File: config.mk
export PLATFORM = sky130hd
export DESIGN_NAME = baud_ctrl_flat
export DESIGN_NICKNAME = d
export VERILOG_FILES = /design/src/rtl/baud_ctrl_if.sv /design/src/rtl/baud_ctrl.sv /design/src/flat_wrapper.sv
export SDC_FILE = /design/constraint.sdc
export NUM_CORES = 1
export LEC_CHECK = 0
export CORE_AREA = 5 5 49 51
export DETAILED_ROUTE_END_ITERATION = 7
export DIE_AREA = 0 0 54 56
export DONT_BUFFER_PORTS = 1
export PLACE_DENSITY_LB_ADDON = 0.1
export SLEW_MARGIN = 0
export SYNTH_ARGS = -nofsm -noshare
export SYNTH_HDL_FRONTEND = slang
export SYNTH_SLANG_ARGS = --single-unit
File: constraint.sdc
create_clock -name clk -period 4.1 [get_ports clk]
set_input_delay 0.82 -clock clk [delete_from_list [all_inputs] [get_ports clk]]
set_output_delay 0.82 -clock clk [all_outputs]
set_load 0.1 [all_outputs]
File: src/rtl/baud_ctrl_if.sv
// ============================================================================
//  Module      : baud_ctrl_if
//  Description : Rate-change handshake and tick outputs of the baud controller.
//  Revision    : 1.0 - initial release
// ============================================================================
`default_nettype none

interface baud_ctrl_if;
    logic [1:0] cfg_sel;
    logic       cfg_valid;
    logic       cfg_ready;
    logic       line_busy;
    logic       tick;
    logic       bit_tick;
    logic [1:0] cur_sel;
    logic       chg_done;

    modport master (
        output cfg_sel, cfg_valid, line_busy,
        input  cfg_ready, tick, bit_tick, cur_sel, chg_done
    );

    modport slave (
        input  cfg_sel, cfg_valid, line_busy,
        output cfg_ready, tick, bit_tick, cur_sel, chg_done
    );
endinterface

`default_nettype wire

File: src/rtl/baud_ctrl.sv
// ============================================================================
//  Module      : baud_ctrl
//  Description : UART 16x oversample tick generator with a four-entry divisor
//                table; rate changes wait for an idle line before reloading.
//                Define BAUD_CTRL_BITTICK_EN to enable the per-bit tick.
//  Revision    : 1.0 - initial release
// ============================================================================
`default_nettype none

module baud_ctrl #(
    parameter int N         = 10,
    parameter int DIV0      = 651,
    parameter int DIV1      = 326,
    parameter int DIV2      = 109,
    parameter int DIV3      = 54,
    parameter int RESET_SEL = 0
) (
    input  wire logic   clk,
    input  wire logic   rst,
    baud_ctrl_if.slave  bus
);

    typedef enum logic [1:0] {
        ST_RUN    = 2'd0,
        ST_PEND   = 2'd1,
        ST_RELOAD = 2'd2
    } state_t;

    // Terminal counts; a divisor of 2^N wraps to all-ones in N bits.
    localparam logic [N-1:0] c_DIV0_M1  = N'(DIV0 - 1);
    localparam logic [N-1:0] c_DIV1_M1  = N'(DIV1 - 1);
    localparam logic [N-1:0] c_DIV2_M1  = N'(DIV2 - 1);
    localparam logic [N-1:0] c_DIV3_M1  = N'(DIV3 - 1);
    localparam logic [1:0]   c_RST_SEL  = 2'(RESET_SEL);

    state_t         r_state;
    state_t         w_state_nxt;
    logic [N-1:0]   r_count;
    logic [1:0]     r_cur_sel;
    logic [1:0]     r_pend_sel;
    logic           r_chg_done;
    logic [N-1:0]   w_div_m1;
    logic           w_reload;
    logic           w_tick;
    logic           w_accept;

    always_comb begin
        w_div_m1 = c_DIV0_M1;
        case (r_cur_sel)
            2'd0:    w_div_m1 = c_DIV0_M1;
            2'd1:    w_div_m1 = c_DIV1_M1;
            2'd2:    w_div_m1 = c_DIV2_M1;
            default: w_div_m1 = c_DIV3_M1;
        endcase
    end

    assign w_reload = (r_state == ST_RELOAD);
    assign w_tick   = (r_count == w_div_m1) & ~w_reload;
    assign w_accept = bus.cfg_valid & (r_state == ST_RUN);

    always_ff @(posedge clk or posedge rst) begin
        if (rst) begin
            r_state <= ST_RUN;
        end else begin
            r_state <= w_state_nxt;
        end
    end

    always_comb begin
        w_state_nxt = r_state;
        case (r_state)
            ST_RUN:    if (w_accept)       w_state_nxt = ST_PEND;
            ST_PEND:   if (!bus.line_busy) w_state_nxt = ST_RELOAD;
            ST_RELOAD: w_state_nxt = ST_RUN;
            default:   w_state_nxt = ST_RUN;
        endcase
    end

    always_ff @(posedge clk or posedge rst) begin
        if (rst) begin
            r_count    <= '0;
            r_cur_sel  <= c_RST_SEL;
            r_pend_sel <= c_RST_SEL;
            r_chg_done <= 1'b0;
        end else begin
            r_chg_done <= w_reload;
            if (w_accept) begin
                r_pend_sel <= bus.cfg_sel;
            end
            // Reload restarts the phase even when the rate index is unchanged.
            if (w_reload) begin
                r_count   <= '0;
                r_cur_sel <= r_pend_sel;
            end else if (r_count == w_div_m1) begin
                r_count <= '0;
            end else begin
                r_count <= r_count + 1'b1;
            end
        end
    end

`ifdef BAUD_CTRL_BITTICK_EN
    logic [3:0] r_tcnt;

    always_ff @(posedge clk or posedge rst) begin
        if (rst) begin
            r_tcnt <= 4'd0;
        end else if (w_reload) begin
            r_tcnt <= 4'd0;
        end else if (w_tick) begin
            r_tcnt <= r_tcnt + 4'd1;
        end
    end

    assign bus.bit_tick = w_tick & (r_tcnt == 4'd15);
`else
    assign bus.bit_tick = 1'b0;
`endif

    assign bus.tick      = w_tick;
    assign bus.cfg_ready = (r_state == ST_RUN);
    assign bus.cur_sel   = r_cur_sel;
    assign bus.chg_done  = r_chg_done;

endmodule

`default_nettype wire

File: src/flat_wrapper.sv
// flat-port wrapper written by rule: the top's interface ports become plain ports
module baud_ctrl_flat 
#(
    parameter int N         = 10,
    parameter int DIV0      = 651,
    parameter int DIV1      = 326,
    parameter int DIV2      = 109,
    parameter int DIV3      = 54,
    parameter int RESET_SEL = 0
)
  (clk, rst, bus_cfg_sel, bus_cfg_valid, bus_line_busy, bus_cfg_ready, bus_tick, bus_bit_tick, bus_cur_sel, bus_chg_done);
  baud_ctrl_if bus_i ();
  input  wire logic clk;
  input  wire logic rst;
  input wire logic [$bits(bus_i.cfg_sel)-1:0] bus_cfg_sel;
  input wire logic [$bits(bus_i.cfg_valid)-1:0] bus_cfg_valid;
  input wire logic [$bits(bus_i.line_busy)-1:0] bus_line_busy;
  output wire logic [$bits(bus_i.cfg_ready)-1:0] bus_cfg_ready;
  output wire logic [$bits(bus_i.tick)-1:0] bus_tick;
  output wire logic [$bits(bus_i.bit_tick)-1:0] bus_bit_tick;
  output wire logic [$bits(bus_i.cur_sel)-1:0] bus_cur_sel;
  output wire logic [$bits(bus_i.chg_done)-1:0] bus_chg_done;
  assign bus_i.cfg_sel = bus_cfg_sel;
  assign bus_i.cfg_valid = bus_cfg_valid;
  assign bus_i.line_busy = bus_line_busy;
  assign bus_cfg_ready = bus_i.cfg_ready;
  assign bus_tick = bus_i.tick;
  assign bus_bit_tick = bus_i.bit_tick;
  assign bus_cur_sel = bus_i.cur_sel;
  assign bus_chg_done = bus_i.chg_done;
  baud_ctrl #(.N(N), .DIV0(DIV0), .DIV1(DIV1), .DIV2(DIV2), .DIV3(DIV3), .RESET_SEL(RESET_SEL)) u_core (.clk(clk), .rst(rst), .bus(bus_i));
endmodule
; After elaboration in Yosys (flattened, before gate mapping)
; Index checks and enable logic that the tools add are counted.
[word_totals]
reg_bits = 17
out_inout_bits = 6
[op_classes]
addsub = 1
n_bitwise = 3
n_eq_ne = 7
n_mux = 6
n_reduce_logical = 3
[op_table]
columns = op, n
row1 = $pmux W10 S3, 1
row2 = $mux W10, 2
row3 = $add A10 B1 Y10 const B, 1
row4 = $eq A10 B10 Y1, 1
row5 = $eq A2 B1 Y1 const B, 2
row6 = $eq A2 B2 Y1 const B, 2
row7 = $logic_not A2 Y1, 2
row8 = $mux W2, 2
row9 = $pmux W2 S2, 1
row10 = $and A1 B1 Y1, 2
row11 = $ne A2 B1 Y1 const B, 1
row12 = $ne A2 B2 Y1 const B, 1
row13 = $reduce_and A2 Y1, 1
row14 = $not A1 Y1, 1

; Depth between registers and ports, before layout
; Gate-level depths: netlist of run 1.
[logic_depth]
word_depth = 5
mapped_depth = 6
depth_no_buf = 6

; Least setup slack after synthesis of run 1
; No wires, ideal clock.
[synth_timing]
path_kind = register to output
from = register u_core.r_cur_sel[0] (netlist: u_core.bus.cur_sel[0])
to = output bus_tick
slack_ns = -0.228
arrival_time_ns = 3.508
path_stages_with_launch = 7
path_cell_list = dfrtp_1 -> inv_1 -> ha_1 -> xnor2_1 -> nand3_2 -> or4_1 -> nor2_1
[synth_via]
elab_chain_len = 4
word_cells_on_any_way = 6
classes_between = 3 x eq/ne / 1 x mux / 1 x bitwise / 1 x reduce/logical
[synth_rtl]
columns = item, line_no
row1 = from (decl), baud_ctrl.sv:39  ; logic [1:0] r_cur_sel;
row2 = from (signal assigned), baud_ctrl.sv:82  ; r_cur_sel <= c_RST_SEL;
row3 = from (signal assigned), baud_ctrl.sv:93  ; r_cur_sel <= r_pend_sel;
row4 = $eq A2 B2 Y1 (tied with other cells), baud_ctrl.sv:49  ; case (r_cur_sel)
row5 = $pmux W10 S3 *, baud_ctrl.sv:49
row6 = $eq A10 B10 Y1 *, baud_ctrl.sv:58  ; assign w_tick = (r_count == w_div_m1) & ~w_reload;
row7 = $and A1 B1 Y1 *, baud_ctrl.sv:58
row8 = to (decl), flat_wrapper.sv:19  ; output wire logic [$bits(bus_i.tick)-1:0] bus_tick;
; Mark *: on every way between the ends. The rest lies on a longest branch, timed or not.

; Final worst setup path of run 1
; Ends and elaborated chain as after synthesis.

==> results of run 1 <==
-- synthesized netlist by cell type (2+ instances only) --
cell      number  area, µm²
dfrtp_1       17        425
nor2_1        14       52.6
xor2_1         6       52.6
ha_1           5       62.6
inv_1          4       15.0
mux2_2         4       45.0
xnor2_1        4       35.0
and3_1         3       18.8
nand3_1        3       15.0
and2_1         2       12.5
nand2_1        2       7.51
nand2b_1       2       12.5
nand4_1        2       12.5
-- kinds of logic after synthesis --
kind of cell / count (synthesis) / share of synthesized area (%)
XOR/XNOR: 10 / 9.50
multiplexers: 6 / 7.19
AO/OA/AOI/OAI: 3 / 5.16
AND/OR/NAND/NOR: 37 / 22.4
other: 1 / 0.407
adder cells (fa/ha/maj): 5 / 6.78
flip-flops: 17 / 46.1
buffers and inverters: 5 / 2.44
-- through the flow --
stage                     cell area (µm²)  hold WS, ps  total power, mW  cells  utilization [%]
final                                1000          486            0.715    117             52.8
after global routing                 1000          536            0.765    117             52.8
after detailed placement              976          494            0.627    113             51.3
after global placement                976          481            0.624    113             51.3
after CTS                            1000          509            0.722    117             52.8
after floorplan                       925          449            0.554     84                -
-- where the power goes --
| part | leakage (nW) | switching [mW] | total, mW | internal (mW) |
|---|---|---|---|---|
| combinational | 0.241 | 0.223 | 0.342 | 0.119 |
| clock | 0.0177 | 0.0562 | 0.0925 | 0.0363 |
| sequential | 0.218 | 0.0692 | 0.281 | 0.211 |
-- per-layer routing --
metal / global-route usage [%] / routed length, µm
met3: 3.22 / 64
met1: 20.5 / 867
met5: 0 / 0
met4: 5.34 / 21
met2: 18.5 / 762
-- state kept, by name (all words and copies together) (netlist names) --
register	flops
u_core.r_pend_sel	2
u_core.r_count	10
u_core.bus.chg_done	1
u_core.bus.cur_sel	2
u_core.r_state	2
-- worst max-delay path by stage --
stage	startpoint	cells after the start	to	slack [ps]
6_report	u_core.bus.cur_sel[0]$_DFFE_PP0P_	7	bus_tick	860
5_1_grt	u_core.bus.cur_sel[0]$_DFFE_PP0P_	7	bus_tick	640
4_1_cts	u_core.bus.cur_sel[0]$_DFFE_PP0P_	7	bus_tick	840
3_3_place_gp	u_core.bus.cur_sel[0]$_DFFE_PP0P_	7	bus_tick	1280
2_1_floorplan	u_core.bus.cur_sel[0]$_DFFE_PP0P_	6	bus_tick	220
3_5_place_dp	u_core.bus.cur_sel[0]$_DFFE_PP0P_	7	bus_tick	1180
-- final cells by class --
class	count	area, µm²	share of cell area [%]
clock buffers	3	22.5	2.24
clock inverters	1	5.00	0.499
inverters	4	15.0	1.50
multi-input cells	62	479	47.8
flip-flops and latches	17	425	42.4
well taps	27	33.8	3.37
repair buffers	3	22.5	2.24
-- worst max-delay path, stage by stage (launching register included) --
cell and delay (ps):
dfrtp_1 490, inv_1 100, ha_1 240, nor3_1 230, nor2_2 90, or4_1 580, nor2_2 100, buf_4 290
==> flow_results.org, run 1 <==
** Placement
- At the placement stage, the worst setup path has a slack of 1180 ps.
- Input and output buffers added on the ports amount to 0.
- The congestion estimate from routability-driven global placement came to 0.781.
- Detailed placement ended at an HPWL of 1.29 mm.

** Floorplan
- 12 I/O pins were placed.
- The initialized floorplan defines 16 standard-cell rows.
- Area of the core :: 1900 µm²
- From bottom edge to top edge, the die measures 56 µm.
- In this run the horizontal extent of the chip is 54 µm.
- The initial utilization of the core area, before any placement, comes to 48.5%.
- The floorplan step defined a die boundary enclosing 3020 µm².

** Clock network
- TritonCTS buffer count :: 3
- Worst skew pair latency :: 300 ps
- Resize count post-CTS :: 0
- Clock Pin Slew Worst Setup and Hold Paths :: 110 ps
- The tree is rooted in a clkbuf_4.
- H-tree levels :: 1
- TritonCTS built the clock tree.
- CTS hold repair buffers :: 0
- CTS saw 17 sinks.
- Max Buffers Root-to-Sink :: 2
- Post-CTS setup repair buffer count :: 0

** Synth
- Among all flip-flop cells after synthesis, the most frequent one is dfrtp_1.
- The share of the Yosys chip area taken by registers is 46.1%.
- Avg Synthesized Cell Area :: 11.0 µm²
- Post-synthesis instance area :: 922 µm²
- Syn. warnings :: 0
- In the synthesized netlist the async set-or-reset flop fraction comes to 100%.
- Counting flops with a built-in enable in the synthesized netlist gives 0.
- Synthesis produced 84 cells.
- Number of distinct standard cells referenced by the synthesized netlist :: 29
- Post-synthesis sequential element count :: 17
- Counting every net in the synthesized netlist gives 95.

** Hold path
- The path class of the tightest hold or removal check is in2async.

** STA
- Minimum setup slack in the final design :: 856 ps
- Dividing the final minimum period by the clock period gives 79.1%.
- Transition at the pin with the smallest max-transition slack :: 1080 ps
- On the final layout, the worst clock skew is 11.9 ps.
- Setup repair after global routing left no endpoint under its margin.
- Setup violations remaining at the end of the flow were counted as 0.
- Fin. Hold Viols :: 0
- Timing would allow up to 308 MHz.
- The total count of max-transition violations in the final report was 0.
- Minimum clock period :: 3240 ps
- After routing, the total negative slack on setup checks comes to 0 ps.
- Relative slew slack :: 28.1%

** Critical path
- Reg-to-reg critical path endpoint :: u_core.r_count[7]$_DFF_PP0_
- At the worst endpoint, the arrival time is 2420 ps.
- STA classifies the critical path endpoint as an output port.
- Worst-path fanout max :: 7
- Startpoint kind of the worst setup timing path :: flop
- Critical path data required time :: 3280 ps
- For flop-to-flop paths, the worst setup slack is 2040 ps.
- Reg-to-reg critical path startpoint :: u_core.bus.cur_sel[0]$_DFFE_PP0P_
- Critical path class :: reg2out
- The worst register-to-register path has a depth of 6.

** Global routing
- Entering global routing, the biggest net connects 18 pins.
- Initial antenna violation count :: 0
- Global routing consumed, over all layers together, 13.6% of the routing resources.
- The first global-routing pass estimated 2.98 mm of wire.
- The number of global-route vias before repair was 592.
- Overflow after GRT :: 0

** Cells and area
- From synthesis to final layout, the design area changed by 8.82%.
- Antenna Diode Count :: 0
- Fill cells :: 186
- Layout Nets :: 102
- Most common cell after layout, fill and taps aside :: dfrtp_1
- Of the cells placed in the final design, the portion with a size suffix greater than 1 is 22.2%.
- The top cell types in the final layout, fill and taps aside, are 17 x dfrtp_1, 12 x nor2_1, 6 x xor2_1.

** Pwr
- Across the VDD grid, the largest voltage drop is 0.395 mV.
- Summed over all cells, the static leakage comes to 0.477 nW.
- Dividing total power by cell area gives a power density of 713 nW/µm².

** Detailed routing
- Drt initial violations :: 11
- Number of vias in the routed layout :: 596
- Number of detailed-routing iterations run before antenna repair :: 4
- For this run, design rule violations remaining after detail routing come to 0.
- Overall routed net length :: 1.72 mm
- The count of nets left with antenna violations once routing finished came out at 0.
- Post-detailed-route via-to-cell ratio :: 5.09
- After detailed routing, the average wire length per cell comes to 14.7 µm.

** Status
- The run finished with clean final reports.

** Flow run
- Across the run, the number of max-cap violations was 0.
(Power assumes the default switching activity.)
==> inputs of run 2 (changes only) <==
Clock period 4.1 ns to 2.8 ns, I/O delays scaled along.
==> flow_results.org, run 2 (synthesis results as in run 1) <==
** Cells and area
- The layout net count came to 105 (+2.9%).
- Area Overhead vs Synth :: 17.4%
- Most common cell after layout, fill and taps aside :: dfrtp_1
- Leading cell types in the layout, fill and taps excluded :: 15 x dfrtp_1, 12 x nor2_1, 6 x xor2_1
- Fraction of layout cells with a size suffix above 1 :: 32.3% (+10 points)
- The cell area after layout was 1080 µm² (+7.9%).
- Reg with most FFs :: u_core.r_count
- Fill cells :: 170 (-8.6%)
- The area of the multi-input gates was 512 µm² (+6.8%).
- The area used by sequential logic in the layout is 433 µm² (+1.8%).
- Antenna Diode Count :: 0 (unchanged)
- The number of flip-flops under the largest register name was 10 (unchanged).
- The count of non-filler cells in the finished layout came to 120 (+2.6%).

** Clock network
- The maximum number of buffers from clock root to sink came to 2 (unchanged).
- The clock latency on the worst-skew pair is 290 ps (about the same).
- The total clock buffers created by CTS is 3 (unchanged).
- CTS hold repair buffers :: 0 (unchanged)
- Clock Pin Slew Worst Setup and Hold Paths :: 100 ps (about the same)
- The count of H-tree levels built during CTS came to 1 (unchanged).
- TritonCTS built the clock tree.
- The number of clock sinks seen by CTS was 17 (unchanged).
- Buffer type at the clock tree root :: clkbuf_4

** Flow run
- Number of max-cap violations :: 0 (unchanged)

** STA
- In the finished design, the share of the clock period the worst path needs comes to 95.7%.
- Setup repair after global routing missed its margin :: false
- The total count of max-transition violations in the final report came to 0 (unchanged).
- The final worst-path setup slack came to 120 ps (-735 ps).
- The final setup violation count came to 0 (unchanged).
- The transition time at the pin with the least slew margin was 861 ps (-216 ps).
- The worst max-slew margin expressed relative to the limit is 42.6% (+15 points).
- The final clock skew was 7.36 ps (-4.56 ps).
- The final hold violation count came to 0 (unchanged).
- The final setup TNS was 0 ps (unchanged).
- After layout, the minimum clock period comes to 2680 ps.
- Achievable frequency :: 373 MHz

** Critical path
- The minimum setup slack among reg-to-reg paths is 850 ps (-1190 ps).
- Crit path DAT :: 2120 ps (-300 ps)
- The count of cells along the worst register-to-register path came to 7 (+1).
- The critical path goes through ha_1 > nor2_1 > a21oi_2 > or4_4 > nor2_4 > buf_12.
- The startpoint identified for the worst register-to-register timing path is u_core.bus.cur_sel[0]$_DFFE_PP0P_.
- Critical path class :: reg2out
- The critical path starts at u_core.bus.cur_sel[0]$_DFFE_PP0P_.
- The worst register-to-register path ends at u_core.r_count[6]$_DFF_PP0_.
- The biggest fanout along the worst timing path is 6 (-1).
- Crit. End Element :: output port
- Critical path data required time :: 2240 ps (-1040 ps)
- The worst setup path is launched from a flop.
- The highest cell delay on the worst timing path came to 540 ps (-40 ps).
- Cell with the biggest individual delay on the critical path :: or4_4
- In this run the worst setup path terminates at bus_tick.

** Placement
- Total instance count after detailed placement :: 114 (+0.88%)
- Routability congestion estimate :: 0.800 (+2.5%)
- Sum of net half-perimeters after detailed placement :: 1.26 mm (-2.8%)
- The post-detailed-placement cell area came to 1040 µm² (+6.3%).
- The setup slack after placement came to 296 ps (-886 ps).
- Count of buffers from port buffering :: 0 (unchanged)

** Floorplan
- DIE HEIGHT :: 56 µm (unchanged)
- The row count was 16 (unchanged).
- The floorplan core area was 1900 µm² (unchanged).
- Die ar. :: 3020 µm² (unchanged)
- Top-level I/O count :: 12 (unchanged)
- Starting density of the core :: 48.5% (unchanged)
- Die Span X :: 54 µm (unchanged)

** Global routing
- Largest net degree at the start of global routing :: 18 (unchanged)
- The global route total overflow was 0 (unchanged).
- Number of global-route vias before repair :: 633 (+6.9%)
- Wire length of the first global-routing pass :: 2.82 mm (-5.5%)
- The number of antenna violations at the first check in global routing was 0 (unchanged).
- GR Util All Layers :: 12.5% (-1.1 points)

** Pwr
- Worst ir drop on vdd :: 0.440 mV (+11%)
- The leakage power is 0.495 nW (+3.8%).
- Cell area power density :: 1050 nW/µm² (+48%)

** Hold path
- In this run the worst hold path is classified as in2async.

** Detailed routing
- The number of nets still failing antenna checks after routing was 0 (unchanged).
- Average detailed-routed wire length per instance :: 13.4 µm (-8.7%)
- The per-cell via count in the routed design is 5.17 (+1.4%).
- Number of design rule violations left after detail routing :: 0 (unchanged)
- The detailed-router iteration count before antenna repair came to 4 (unchanged).
- The final wirelength came to 1.61 mm (-6.4%).
- Number of vias in the routed layout :: 620 (+4.0%)
- The number of DRC markers after the initial detailed-route iteration came to 4 (-7).

** Status
- The flow ran to the end, and the final reports show no timing, DRC or antenna violations.
-- run 2: changes by cell type in the layout (fill, tap and decap cells not counted), sizes merged --
| cell | before | now |
|---|---|---|
| clkinv | 1 | 0 |
| clkbuf | 3 | 4 |
| buf | 3 | 6 |
-- run 2: worst max-delay path, delay by kind of cell, from the launching register on --
| kind | cells | cell delay [ps] |
|---|---|---|
| flip-flops | 1 | 530 |
| AND/OR/NAND/NOR | 3 | 790 |
| buffers and inverters | 1 | 180 |
| adder cells (fa/ha/maj) | 1 | 240 |
| AO/OA/AOI/OAI | 1 | 100 |
-- run 2: power by group --
part | internal [mW] | switching (mW) | total (mW)
Combinational | 0.236 | 0.350 | 0.586
Sequential | 0.320 | 0.105 | 0.425
Clock | 0.0554 | 0.0733 | 0.129
Total | 0.611 | 0.528 | 1.14
-- run 2: cell type report --
class	count	area share, %
repair buffers	6	5.32
clock buffers	4	2.43
well taps	27	3.12
inverters	4	1.85
flip-flops and latches	17	40.0
multi-input cells	62	47.3
-- run 2: repair_timing --
action / CTS / global route
resized for setup: 0 / 1
endpoints found under the setup margin: 1 / 1
pin swaps: 1 / 3
buffers inserted: 2 / 0
-- run 2: through the flow --
step	hold WS (ps)	power, mW	util [%]
after floorplan	449	0.877	-
after global placement	482	0.989	54.5
after detailed placement	494	0.992	54.5
after CTS	254	1.15	56.7
after global routing	286	1.22	56.9
final	227	1.14	56.9
-- run 2: worst min path at each step --
stage | startpoint | to | cells after the start
2_1_floorplan | u_core.r_state[1]$_DFFE_PP0P_ | u_core.r_state[0]$_DFFE_PP0P_ | 1
3_3_place_gp | u_core.r_state[1]$_DFFE_PP0P_ | u_core.r_state[0]$_DFFE_PP0P_ | 1
3_5_place_dp | u_core.r_state[1]$_DFFE_PP0P_ | u_core.r_state[0]$_DFFE_PP0P_ | 1
4_1_cts | rst | u_core.r_state[1]$_DFFE_PP0P_ | 1
5_1_grt | rst | u_core.r_state[0]$_DFFE_PP0P_ | 1
6_report | rst | u_core.r_count[0]$_DFF_PP0_ | 1
-- run 2: metal layers --
metal / share of wire (%) / routed length, µm / vias up / GRT usage (%)
met5: 0 / 0 / - / 0
met4: 1.5 / 24 / 0 / 5.34
met3: 4.1 / 66 / 2 / 2.41
met2: 45 / 728 / 13 / 18.0
met1: 49 / 788 / 296 / 17.9
li1: - / - / 309 / -
